File: src/rtl/pf_collision_ctrl_pkg.sv
`default_nettype none
// ============================================================================
// Module      : pf_collision_ctrl_pkg
// Description : Shared types and constants for the playfield collision
//               controller: FSM state encoding, playfield coordinate width,
//               default sprite box size and a counter-width helper.
// Revision    : 1.0 - initial release
// ============================================================================
package pf_collision_ctrl_pkg;

  // Playfield coordinates are 9 bits and wrap modulo 512.
  localparam int PF_W      = 9;
  localparam int SPR_W_DEF = 8;
  localparam int SPR_H_DEF = 8;

  typedef logic [PF_W-1:0] coord_t;

  typedef enum logic [1:0] {
    ST_IDLE   = 2'd0,
    ST_SCAN   = 2'd1,
    ST_REPORT = 2'd2
  } state_t;

  // Counter width for a 0..n-1 range, never narrower than one bit so that a
  // 1-wide or 1-tall box still has a legal (constant zero) counter.
  function automatic int cnt_width(input int n);
    return (n <= 2) ? 1 : $clog2(n);
  endfunction

endpackage
`default_nettype wire

File: src/rtl/pf_collision_ctrl_if.sv
`default_nettype none
// ============================================================================
// Module      : pf_collision_ctrl_if
// Description : Signal bundle between the collision controller and its
//               surroundings (sync generator, player registers, playfield
//               lookup, renderer).
//   slave  : view taken by pf_collision_ctrl
//   master : view taken by the surrounding system / testbench
//   Signals: frame_start, player_x/y, vid_hpos/vpos, display_on, pf_gfx,
//            collision_clr (into controller); pf_hpos/vpos, vid_gfx,
//            collision, scan_done, scan_hit, conflict (out of controller).
// Revision    : 1.0 - initial release
// ============================================================================
interface pf_collision_ctrl_if;
  import pf_collision_ctrl_pkg::*;

  logic   frame_start;
  coord_t player_x;
  coord_t player_y;
  coord_t vid_hpos;
  coord_t vid_vpos;
  logic   display_on;
  logic   pf_gfx;
  coord_t pf_hpos;
  coord_t pf_vpos;
  logic   vid_gfx;
  logic   collision_clr;
  logic   collision;
  logic   scan_done;
  logic   scan_hit;
  logic   conflict;

  modport slave (
    input  frame_start, player_x, player_y, vid_hpos, vid_vpos,
           display_on, pf_gfx, collision_clr,
    output pf_hpos, pf_vpos, vid_gfx, collision, scan_done, scan_hit,
           conflict
  );

  modport master (
    output frame_start, player_x, player_y, vid_hpos, vid_vpos,
           display_on, pf_gfx, collision_clr,
    input  pf_hpos, pf_vpos, vid_gfx, collision, scan_done, scan_hit,
           conflict
  );

endinterface
`default_nettype wire

File: src/rtl/pf_collision_ctrl_box_counter.sv
`default_nettype none
// ============================================================================
// Module      : pf_box_counter
// Description : Row-major dx/dy raster counter over an SPR_W x SPR_H box.
//   clk, reset : clock, asynchronous active-high reset
//   i_start    : zero both counters
//   i_step     : advance one pixel (dx fastest, wraps to next row)
//   o_dx/o_dy  : current offset inside the box
//   o_last     : current offset is the bottom-right pixel
// Revision    : 1.0 - initial release
// ============================================================================
module pf_box_counter
  import pf_collision_ctrl_pkg::*;
#(
  parameter int SPR_W = SPR_W_DEF,
  parameter int SPR_H = SPR_H_DEF,
  parameter int DXW   = cnt_width(SPR_W),
  parameter int DYW   = cnt_width(SPR_H)
) (
  input  wire logic           clk,
  input  wire logic           reset,
  input  wire logic           i_start,
  input  wire logic           i_step,
  output logic [DXW-1:0]      o_dx,
  output logic [DYW-1:0]      o_dy,
  output logic                o_last
);

  localparam logic [DXW-1:0] c_dx_last = DXW'(SPR_W - 1);
  localparam logic [DYW-1:0] c_dy_last = DYW'(SPR_H - 1);
  localparam logic [DXW-1:0] c_dx_one  = DXW'(1);
  localparam logic [DYW-1:0] c_dy_one  = DYW'(1);

  logic [DXW-1:0] r_dx;
  logic [DYW-1:0] r_dy;
  logic           w_dx_last;
  logic           w_dy_last;

  assign w_dx_last = (r_dx == c_dx_last);
  assign w_dy_last = (r_dy == c_dy_last);

  always_ff @(posedge clk or posedge reset) begin
    if (reset) begin
      r_dx <= '0;
      r_dy <= '0;
    end else if (i_start) begin
      r_dx <= '0;
      r_dy <= '0;
    end else if (i_step) begin
      if (w_dx_last) begin
        r_dx <= '0;
        r_dy <= w_dy_last ? '0 : (r_dy + c_dy_one);
      end else begin
        r_dx <= r_dx + c_dx_one;
      end
    end
  end

  assign o_dx   = r_dx;
  assign o_dy   = r_dy;
  assign o_last = w_dx_last & w_dy_last;

endmodule
`default_nettype wire

File: src/rtl/pf_collision_ctrl.sv
`default_nettype none
// ============================================================================
// Module      : pf_collision_ctrl
// Description : Once per frame, probes every pixel of the player sprite box
//               against the playfield and reports a collision. Owns the
//               playfield lookup port: the renderer drives it by default,
//               the scanner takes it only while scanning.
//   clk, reset : clock, asynchronous active-high reset
//   bus.slave  : frame_start, player_x/y, vid_hpos/vpos, display_on, pf_gfx,
//                collision_clr in; pf_hpos/vpos, vid_gfx, collision,
//                scan_done, scan_hit, conflict out
// Revision    : 1.0 - initial release
// ============================================================================
module pf_collision_ctrl
  import pf_collision_ctrl_pkg::*;
#(
  parameter int SPR_W = SPR_W_DEF,
  parameter int SPR_H = SPR_H_DEF
) (
  input  wire logic            clk,
  input  wire logic            reset,
  pf_collision_ctrl_if.slave   bus
);

  localparam int DXW = cnt_width(SPR_W);
  localparam int DYW = cnt_width(SPR_H);

  state_t         r_state;
  state_t         w_state_nxt;
  coord_t         r_px;
  coord_t         r_py;
  logic           r_hit_acc;
  logic           r_collision;
  logic           r_last_hit;
  logic           r_conflict;

  logic [DXW-1:0] w_dx;
  logic [DYW-1:0] w_dy;
  logic           w_last;
  logic           w_start;
  logic           w_step;
  logic           w_in_scan;
  logic           w_in_report;

  pf_box_counter #(
    .SPR_W (SPR_W),
    .SPR_H (SPR_H),
    .DXW   (DXW),
    .DYW   (DYW)
  ) u_box_counter (
    .clk     (clk),
    .reset   (reset),
    .i_start (w_start),
    .i_step  (w_step),
    .o_dx    (w_dx),
    .o_dy    (w_dy),
    .o_last  (w_last)
  );

  // State register
  always_ff @(posedge clk or posedge reset) begin
    if (reset) r_state <= ST_IDLE;
    else       r_state <= w_state_nxt;
  end

  // Next state and counter control. frame_start outside IDLE is dropped.
  always_comb begin
    w_state_nxt = r_state;
    w_start     = 1'b0;
    w_step      = 1'b0;
    case (r_state)
      ST_IDLE: begin
        if (bus.frame_start) begin
          w_start     = 1'b1;
          w_state_nxt = ST_SCAN;
        end
      end
      ST_SCAN: begin
        w_step = 1'b1;
        if (w_last) w_state_nxt = ST_REPORT;
      end
      ST_REPORT: w_state_nxt = ST_IDLE;
      default:   w_state_nxt = ST_IDLE;
    endcase
  end

  assign w_in_scan   = (r_state == ST_SCAN);
  assign w_in_report = (r_state == ST_REPORT);

  // Position latch, hit accumulator and sticky flags.
  always_ff @(posedge clk or posedge reset) begin
    if (reset) begin
      r_px        <= '0;
      r_py        <= '0;
      r_hit_acc   <= 1'b0;
      r_collision <= 1'b0;
      r_last_hit  <= 1'b0;
      r_conflict  <= 1'b0;
    end else begin
      if (w_start) begin
        r_px      <= bus.player_x;
        r_py      <= bus.player_y;
        r_hit_acc <= 1'b0;
      end else if (w_in_scan) begin
        // pf_gfx is combinational from the address driven this cycle.
        r_hit_acc <= r_hit_acc | bus.pf_gfx;
      end

      // A REPORT set takes priority over a simultaneous clear.
      if (w_in_report && r_hit_acc) r_collision <= 1'b1;
      else if (bus.collision_clr)   r_collision <= 1'b0;

      if (w_in_report) r_last_hit <= r_hit_acc;

      if (w_in_scan && bus.display_on) r_conflict <= 1'b1;
    end
  end

  // Lookup port mux; sums wrap naturally in 9 bits.
  always_comb begin
    bus.pf_hpos = bus.vid_hpos;
    bus.pf_vpos = bus.vid_vpos;
    if (w_in_scan) begin
      bus.pf_hpos = r_px + coord_t'(w_dx);
      bus.pf_vpos = r_py + coord_t'(w_dy);
    end
  end

  assign bus.vid_gfx   = bus.pf_gfx & bus.display_on & ~w_in_scan;
  assign bus.scan_done = w_in_report;
  // The fresh result is shown during REPORT, then held until the next REPORT.
  assign bus.scan_hit  = w_in_report ? r_hit_acc : r_last_hit;
  // Collision is visible already in the REPORT cycle that sets it.
  assign bus.collision = r_collision | (w_in_report & r_hit_acc);
  assign bus.conflict  = r_conflict;

endmodule
`default_nettype wire
File: src/flat_wrapper.sv
// flat-port wrapper written by rule: the top's interface ports become plain ports
module pf_collision_ctrl_flat import pf_collision_ctrl_pkg::*;
#(
  parameter int SPR_W = SPR_W_DEF,
  parameter int SPR_H = SPR_H_DEF
)
  (clk, reset, bus_frame_start, bus_player_x, bus_player_y, bus_vid_hpos, bus_vid_vpos, bus_display_on, bus_pf_gfx, bus_collision_clr, bus_pf_hpos, bus_pf_vpos, bus_vid_gfx, bus_collision, bus_scan_done, bus_scan_hit, bus_conflict);
  pf_collision_ctrl_if bus_i ();
  input  wire logic clk;
  input  wire logic reset;
  input wire logic [$bits(bus_i.frame_start)-1:0] bus_frame_start;
  input wire logic [$bits(bus_i.player_x)-1:0] bus_player_x;
  input wire logic [$bits(bus_i.player_y)-1:0] bus_player_y;
  input wire logic [$bits(bus_i.vid_hpos)-1:0] bus_vid_hpos;
  input wire logic [$bits(bus_i.vid_vpos)-1:0] bus_vid_vpos;
  input wire logic [$bits(bus_i.display_on)-1:0] bus_display_on;
  input wire logic [$bits(bus_i.pf_gfx)-1:0] bus_pf_gfx;
  input wire logic [$bits(bus_i.collision_clr)-1:0] bus_collision_clr;
  output wire logic [$bits(bus_i.pf_hpos)-1:0] bus_pf_hpos;
  output wire logic [$bits(bus_i.pf_vpos)-1:0] bus_pf_vpos;
  output wire logic [$bits(bus_i.vid_gfx)-1:0] bus_vid_gfx;
  output wire logic [$bits(bus_i.collision)-1:0] bus_collision;
  output wire logic [$bits(bus_i.scan_done)-1:0] bus_scan_done;
  output wire logic [$bits(bus_i.scan_hit)-1:0] bus_scan_hit;
  output wire logic [$bits(bus_i.conflict)-1:0] bus_conflict;
  assign bus_i.frame_start = bus_frame_start;
  assign bus_i.player_x = bus_player_x;
  assign bus_i.player_y = bus_player_y;
  assign bus_i.vid_hpos = bus_vid_hpos;
  assign bus_i.vid_vpos = bus_vid_vpos;
  assign bus_i.display_on = bus_display_on;
  assign bus_i.pf_gfx = bus_pf_gfx;
  assign bus_i.collision_clr = bus_collision_clr;
  assign bus_pf_hpos = bus_i.pf_hpos;
  assign bus_pf_vpos = bus_i.pf_vpos;
  assign bus_vid_gfx = bus_i.vid_gfx;
  assign bus_collision = bus_i.collision;
  assign bus_scan_done = bus_i.scan_done;
  assign bus_scan_hit = bus_i.scan_hit;
  assign bus_conflict = bus_i.conflict;
  pf_collision_ctrl #(.SPR_W(SPR_W), .SPR_H(SPR_H)) u_core (.clk(clk), .reset(reset), .bus(bus_i));
endmodule
File: config.mk
export PLATFORM = sky130hd
export DESIGN_NAME = pf_collision_ctrl_flat
export DESIGN_NICKNAME = d
export VERILOG_FILES = /design/src/rtl/pf_collision_ctrl_pkg.sv /design/src/rtl/pf_collision_ctrl_if.sv /design/src/rtl/pf_collision_ctrl_box_counter.sv /design/src/rtl/pf_collision_ctrl.sv /design/src/flat_wrapper.sv
export SDC_FILE = /design/constraint.sdc
export NUM_CORES = 1
export LEC_CHECK = 0
export ABC_AREA = 1
export BUFFER_PORTS_ARGS = -buffer_cell sky130_fd_sc_hd__buf_2
export CAP_MARGIN = 20
export CORE_MARGIN = 2
export CORE_UTILIZATION = 35
export CTS_BUF_LIST = sky130_fd_sc_hd__clkbuf_16
export CTS_CLUSTER_SIZE = 20
export DETAILED_ROUTE_END_ITERATION = 7
export GPL_ROUTABILITY_DRIVEN = 0
export PLACE_DENSITY = 0.55
export SLEW_MARGIN = 20
export SYNTH_ARGS = -nofsm -noshare
export SYNTH_HDL_FRONTEND = slang
export SYNTH_HIERARCHICAL = 1
export SYNTH_SLANG_ARGS = --single-unit
export TNS_END_PERCENT = 50
File: constraint.sdc
create_clock -name clk -period 2 [get_ports clk]
set_input_delay 0.3 -clock clk [delete_from_list [all_inputs] [get_ports clk]]
set_output_delay 0.3 -clock clk [all_outputs]
set_load 0.005 [all_outputs]
# After elaboration in Yosys (flattened, before gate mapping)
# Index checks and enable logic that the tools add are counted.
classes:
  addsub: 4
  n_eq_ne: 6
  mux: 20
  bitwise: 7
  n_reduce_logical: 9
op_table:
  columns: ["op", "count"]
  rows:
  - ["3-bit two-way mux", 7]
  - ["9-bit by 3-bit adder with 9-bit output", 2]
  - ["9-bit two-way mux", 2]
  - ["1-bit two-way mux", 8]
  - ["2-bit nonzero test", 4]
  - ["3-bit by 1-bit adder with 3-bit output, second input constant", 2]
  - ["3-bit == test, second input constant", 2]
  - ["1-bit bitwise AND", 4]
  - ["2-bit two-way mux", 2]
  - ["2-bit != test, second input constant", 2]
  - ["2-bit case mux with 2 select lines", 1]
  - ["2-bit AND reduction", 2]
  - ["2-bit by 1-bit == test with 1-bit output, second input constant", 1]
  - ["2-bit == test, second input constant", 1]
  - ["1-bit logical AND", 2]
  - ["2-bit logical NOT", 1]
  - ["1-bit OR", 2]
  - ["1-bit inverter", 1]
word_totals:
  register_bits: 30
  wordCells: 55

# Depth between registers and ports, before layout
logic_depth:
  ltp_word: 5
  depth_mapped: 10
  mapped_depth_nobuf: 10

# Cells and area by module
# The synthesis kept the hierarchy.
modules_own_cells:
  columns: ["module", "instances", "cells_per_inst", "area_per_inst_um2", "seq_area_each_um2"]
  rows:
  - ["pf_collision_ctrl", 1, 245, 1721.7, 600.6]
  - ["pf_box_counter", 1, 37, 325.3, 150.1]

# Worst setup path after synthesis
# Ideal clock, no wire load.
synth_timing:
  kind: "flip-flop to output port"
  startpoint: "register u_core.u_box_counter.r_dx[0], in the netlist u_core/u_box_counter/o_dx[0]"
  endpoint: "output port bus_pf_hpos[6]"
  arrival_time_ns: 1.446
  required_ns: 1.700
  setup_slack_ns: 0.254
  stages_incl_launch_ff: 11
  path_cell_list: "dfrtp_1 > ha_1 > inv_1 > fa_1 > inv_1 > nand3_1 > nand2_1 > nand2_1 > nand2_1 > nand3_1 > nand2_1"
synth_between:
  elab_chain_len: 2
synth_rtl:
  columns: ["item", "line", "source"]
  rows:
  - ["from (decl)", "pf_collision_ctrl_box_counter.sv:34", "logic [DXW-1:0] r_dx;"]
  - ["from (signal assigned)", "pf_collision_ctrl_box_counter.sv:54", "r_dx <= r_dx + c_dx_one;"]
  - ["9-bit by 3-bit adder with 9-bit output", "pf_collision_ctrl.sv:124", "bus.pf_hpos = r_px + coord_t'(w_dx);"]
  - ["9-bit two-way mux", "pf_collision_ctrl.sv:123", "if (w_in_scan) begin"]
  - ["to (decl)", "flat_wrapper.sv:19", "output wire logic [$bits(bus_i.pf_hpos)-1:0] bus_pf_hpos;"]
# No other way between the ends.

# Worst setup path after layout
layout_timing:
  startpoint: "register u_core.r_px[0]"
  endpoint: "output port bus_pf_hpos[2]"
layout_between:
  elab_chain_len: 2
layout_rtl:
  columns: ["item", "line", "source"]
  rows:
  - ["from (decl)", "pf_collision_ctrl.sv:30", "coord_t r_px;"]
  - ["from (signal assigned)", "pf_collision_ctrl.sv:101", "r_px <= bus.player_x;"]
  - ["9-bit by 3-bit adder with 9-bit output", "pf_collision_ctrl.sv:124", null]
  - ["9-bit two-way mux", "pf_collision_ctrl.sv:123", null]
# No other way between the ends.

==> impl_summary.txt <==
----------------------------------------------------
[Floorplan]
  Number of ports placed on the die boundary ... 65
  Initial cell density of the core ... 0.367
  Area of the core ... around 0.0056 mm²
  Die height ... 80.5 µm
  Horizontal extent of the die ... 80.5 µm
  FP Rows ... 27
  DIE AREA ... 0.00648 mm²

[GRT]
  Met3 track utilization from global routing ... 0.0337
  Met2 Track Usage GR ... 0.268
  Antenna violations before repair ... 0
  Vias in the first global route ... 1813
  Overall overflow remaining after global route ... 0
  Global-route total usage across every layer ... 0.160
  Wire length of the first global-routing pass ... 7990 µm
  Pin count of the biggest net entering global routing ... 27
  Met1 Resource Use GR ... 0.206
  Highest-utilization routing layer at the global route stage ... met2

[Timing]
  Peak Freq ... 474 MHz
  Minimum setup slack in the final design ... -0.111 ns
  Setup TNS after final layout ... -0.581 ns
  Final Skew ... 0.00427 ns
  Pins Over Slew Limit ... 0
  Min Hold Slack ... around 0.22 ns
  Final-report setup violation count ... 7
  RSZ-0062 raised after global routing ... true
  Minimum clock period after layout ... around 2.1 ns
  Final count of hold timing violations ... 0
  Final worst path period share ... 1.06
  Actual transition at the worst max-transition pin ... around 0.52 ns
  Relative slew slack ... 0.650

[Worst setup path]
  Required arrival time at the worst endpoint ... 1.70 ns
  R2r worst-path depth ... 6
  Type of origin of the critical path ... flip-flop
  Critical Path Sink Type ... output port
  Crit Path Max Fanout ... 2
  Data arrival at the endpoint of the critical path ... 1.81 ns
  Startpoint-to-endpoint class of the critical path ... reg -> out

[Drt]
  Routed WL per cell ... 11.6 µm
  Number of iterations in the first detailed-routing pass ... 4
  Count of nets left with antenna violations after detail routing ... 0
  Ratio of routed vias to standard cells ... 4.55
  Violation count after the first detailed-route iteration ... 66
  Remaining routing DRC violations ... 0
  Final Routed Wirelength ... around 5000 µm
  Via count ... around 2000

[Final layout]
  Relative area change from synthesis to final layout ... 33.3%
  Fill count ... 563
  Area of all placed cells without fillers ... 0.00273 mm²
  Post-layout utilization of the core ... 0.490
  Layout cells sized above 1 ... 0.347
  ANT cells ... 0
  Number of nets in the finished design ... approximately 410
  Multi-input gate area in the final layout ... 0.00118 mm²
  Sequential standard cell area ... between 700 and 800 µm²
  Top library cells by usage in the layout, fill and taps aside ... sky130_fd_sc_hd__nand2_1 (108), sky130_fd_sc_hd__buf_2 (64), sky130_fd_sc_hd__dfrtp_1 (30)
  Leading cell type in the layout, fill and taps excluded ... sky130_fd_sc_hd__nand2_1

[Run status]
  Result of the run ... finished with violations
  Violations in the final reports ... setup timing

[Placed design]
  Count of buffers from port buffering ... 64
  Total cell area at the placement stage ... 0.00240 mm²
  HPWL Detailed ... approximately 3500 µm

[Clock network]
  Maximum number of buffers from clock root to sink ... 2
  Clock transition at the registers of the reported paths ... 0.05 ns
  CTS H-Tree Depth ... 2
  Clk Latency, worst-skew pair ... 0.27 ns
  Clock sink count ... 30
  Clock tree from TritonCTS ... built
  Number of buffers created by CTS ... 5
  Clock root buffer ... sky130_fd_sc_hd__clkbuf_16

[Synthesis]
  Fraction of the yosys area taken by sequential cells ... 0.367
  Post-synthesis cell type count ... 24
  Post-synthesis sequential element count ... 30
  Ys Warns ... 6
  Mapped Area ... 0.00205 mm²
  Mapped Avg Cell Area ... 7.26 µm²
  Synthesized Nets ... 336
  Syn Inst Count ... between 200 and 300

[Hold path]
  Hold path depth ... 3
  Hold Path Class ... in -> reg

[Power]
  Post-route total power ... between 1 and 1.5 mW
  Maximum VDD drop ... 0.000447 V
  Leakage ... 1.47 nW
  Ratio of total power to cell area ... 497 mW/mm²

[Flow run]
  Max-cap viol count ... 0

----------------------------------------------------
-- cells in the mapped netlist (all sizes together) --
cell type / number / area [µm²]
o21ai: 21 / 150
inv: 37 / 149
ha: 10 / 125
or2: 1 / 6.26
dfrtp: 30 / 751
buf: 7 / 81.3
nand2: 114 / 438
nor2: 16 / 60.1
fa: 2 / 40.0
o21bai: 1 / 7.51
nor3: 1 / 5.00
a31oi: 2 / 12.5
nand4: 4 / 25.0
nand3: 34 / 183
a21oi: 2 / 13.8
-- cell families (layout without fill, tap and decap cells) --
kind of cell / count (synthesis) / in the layout / share of synthesized area
AND/OR/NAND/NOR: 170 / 170 / 0.350
buffers and inverters: 44 / 122 / 0.112
flip-flops: 30 / 30 / 0.367
AO/OA/AOI/OAI: 26 / 26 / 0.0899
adder cells (fa/ha/maj): 12 / 12 / 0.0807
-- final timing paths --
| check | from | to | slack [ns] |
|---|---|---|---|
| setup / recovery | u_core/r_px[0]$_DFFE_PP0P_ | bus_pf_hpos[2] | -0.11 |
| hold / removal | bus_player_x[0] | u_core/r_px[0]$_DFFE_PP0P_ | 0.22 |
| setup reg to reg | u_core/r_state[0]$_DFFE_PP0P_ | u_core/r_px[6]$_DFFE_PP0P_ | 0.62 |
| hold reg to reg | u_core/bus.conflict$_DFFE_PP0P_ | u_core/bus.conflict$_DFFE_PP0P_ | 0.48 |
| max in group asynchronous | reset | u_core/r_last_hit$_DFF_PP0_ | 0.81 |
| min in group asynchronous | reset | u_core/u_box_counter/o_dx[0]$_DFFE_PP0P_ | 0.51 |
-- timing repair --
action	CTS	global route
setup buffers	4	5
resized for setup	15	17
pin swaps	7	7
hold buffers	1	0
endpoints found under the setup margin	13	14
hold endpoints to repair	6	0
-- metal layers --
metal | up-vias | share of wire | wire (µm)
li1 | 1046 | - | -
met1 | 869 | 0.48 | 2420
met2 | 47 | 0.46 | 2300
met3 | 4 | 0.048 | 241
met4 | 0 | 0.0078 | 39
met5 | - | 0 | 0
-- critical path, stage by stage, from the launching register on --
cell and delay, ns:
sky130_fd_sc_hd__dfrtp_1 0.38, sky130_fd_sc_hd__ha_2 0.19, sky130_fd_sc_hd__inv_2 0.05, sky130_fd_sc_hd__fa_2 0.19, sky130_fd_sc_hd__inv_2 0.06, sky130_fd_sc_hd__buf_4 0.13
sky130_fd_sc_hd__buf_6 0.11, sky130_fd_sc_hd__buf_4 0.12, sky130_fd_sc_hd__o21ai_2 0.13, sky130_fd_sc_hd__nand2_1 0.07, sky130_fd_sc_hd__buf_2 0.12
-- metrics by stage --
| stage | setup slack (ns) | cells |
|---|---|---|
| 3_5_place_dp | 0.0592 | 414 |
| 6_report | -0.111 | 432 |
| 5_1_grt | -0.213 | 432 |
| 2_1_floorplan | 0.254 | 282 |
| 3_3_place_gp | 0.0899 | 414 |
| 4_1_cts | -0.125 | 427 |
-- report_power, final --
group	internal (mW)	total (mW)	switching (mW)
Combinational	0.0309	0.0566	0.0257
Sequential	0.608	0.608	0.0000000000000000609
Clock	0.446	0.692	0.246
-- state kept, by name (all words and copies together) (netlist names) --
signal,flops
u_core/u_box_counter/o_dy,3
u_core/r_py,9
u_core/u_box_counter/o_dx,3
u_core/bus.conflict,1
u_core/r_collision,1
u_core/r_state,2
u_core/r_px,9
u_core/r_hit_acc,1
u_core/r_last_hit,1
-- area by class of cell --
type,instances,area share
Multi-Input combinational cell,208,0.431
Sequential cell,30,0.275
Timing Repair Buffer,77,0.155
Inverter,37,0.0555
Clock buffer,5,0.0459
Tap cell,72,0.0330
Clock inverter,3,0.00413
Note: power is estimated with default switching activity, not from simulation.
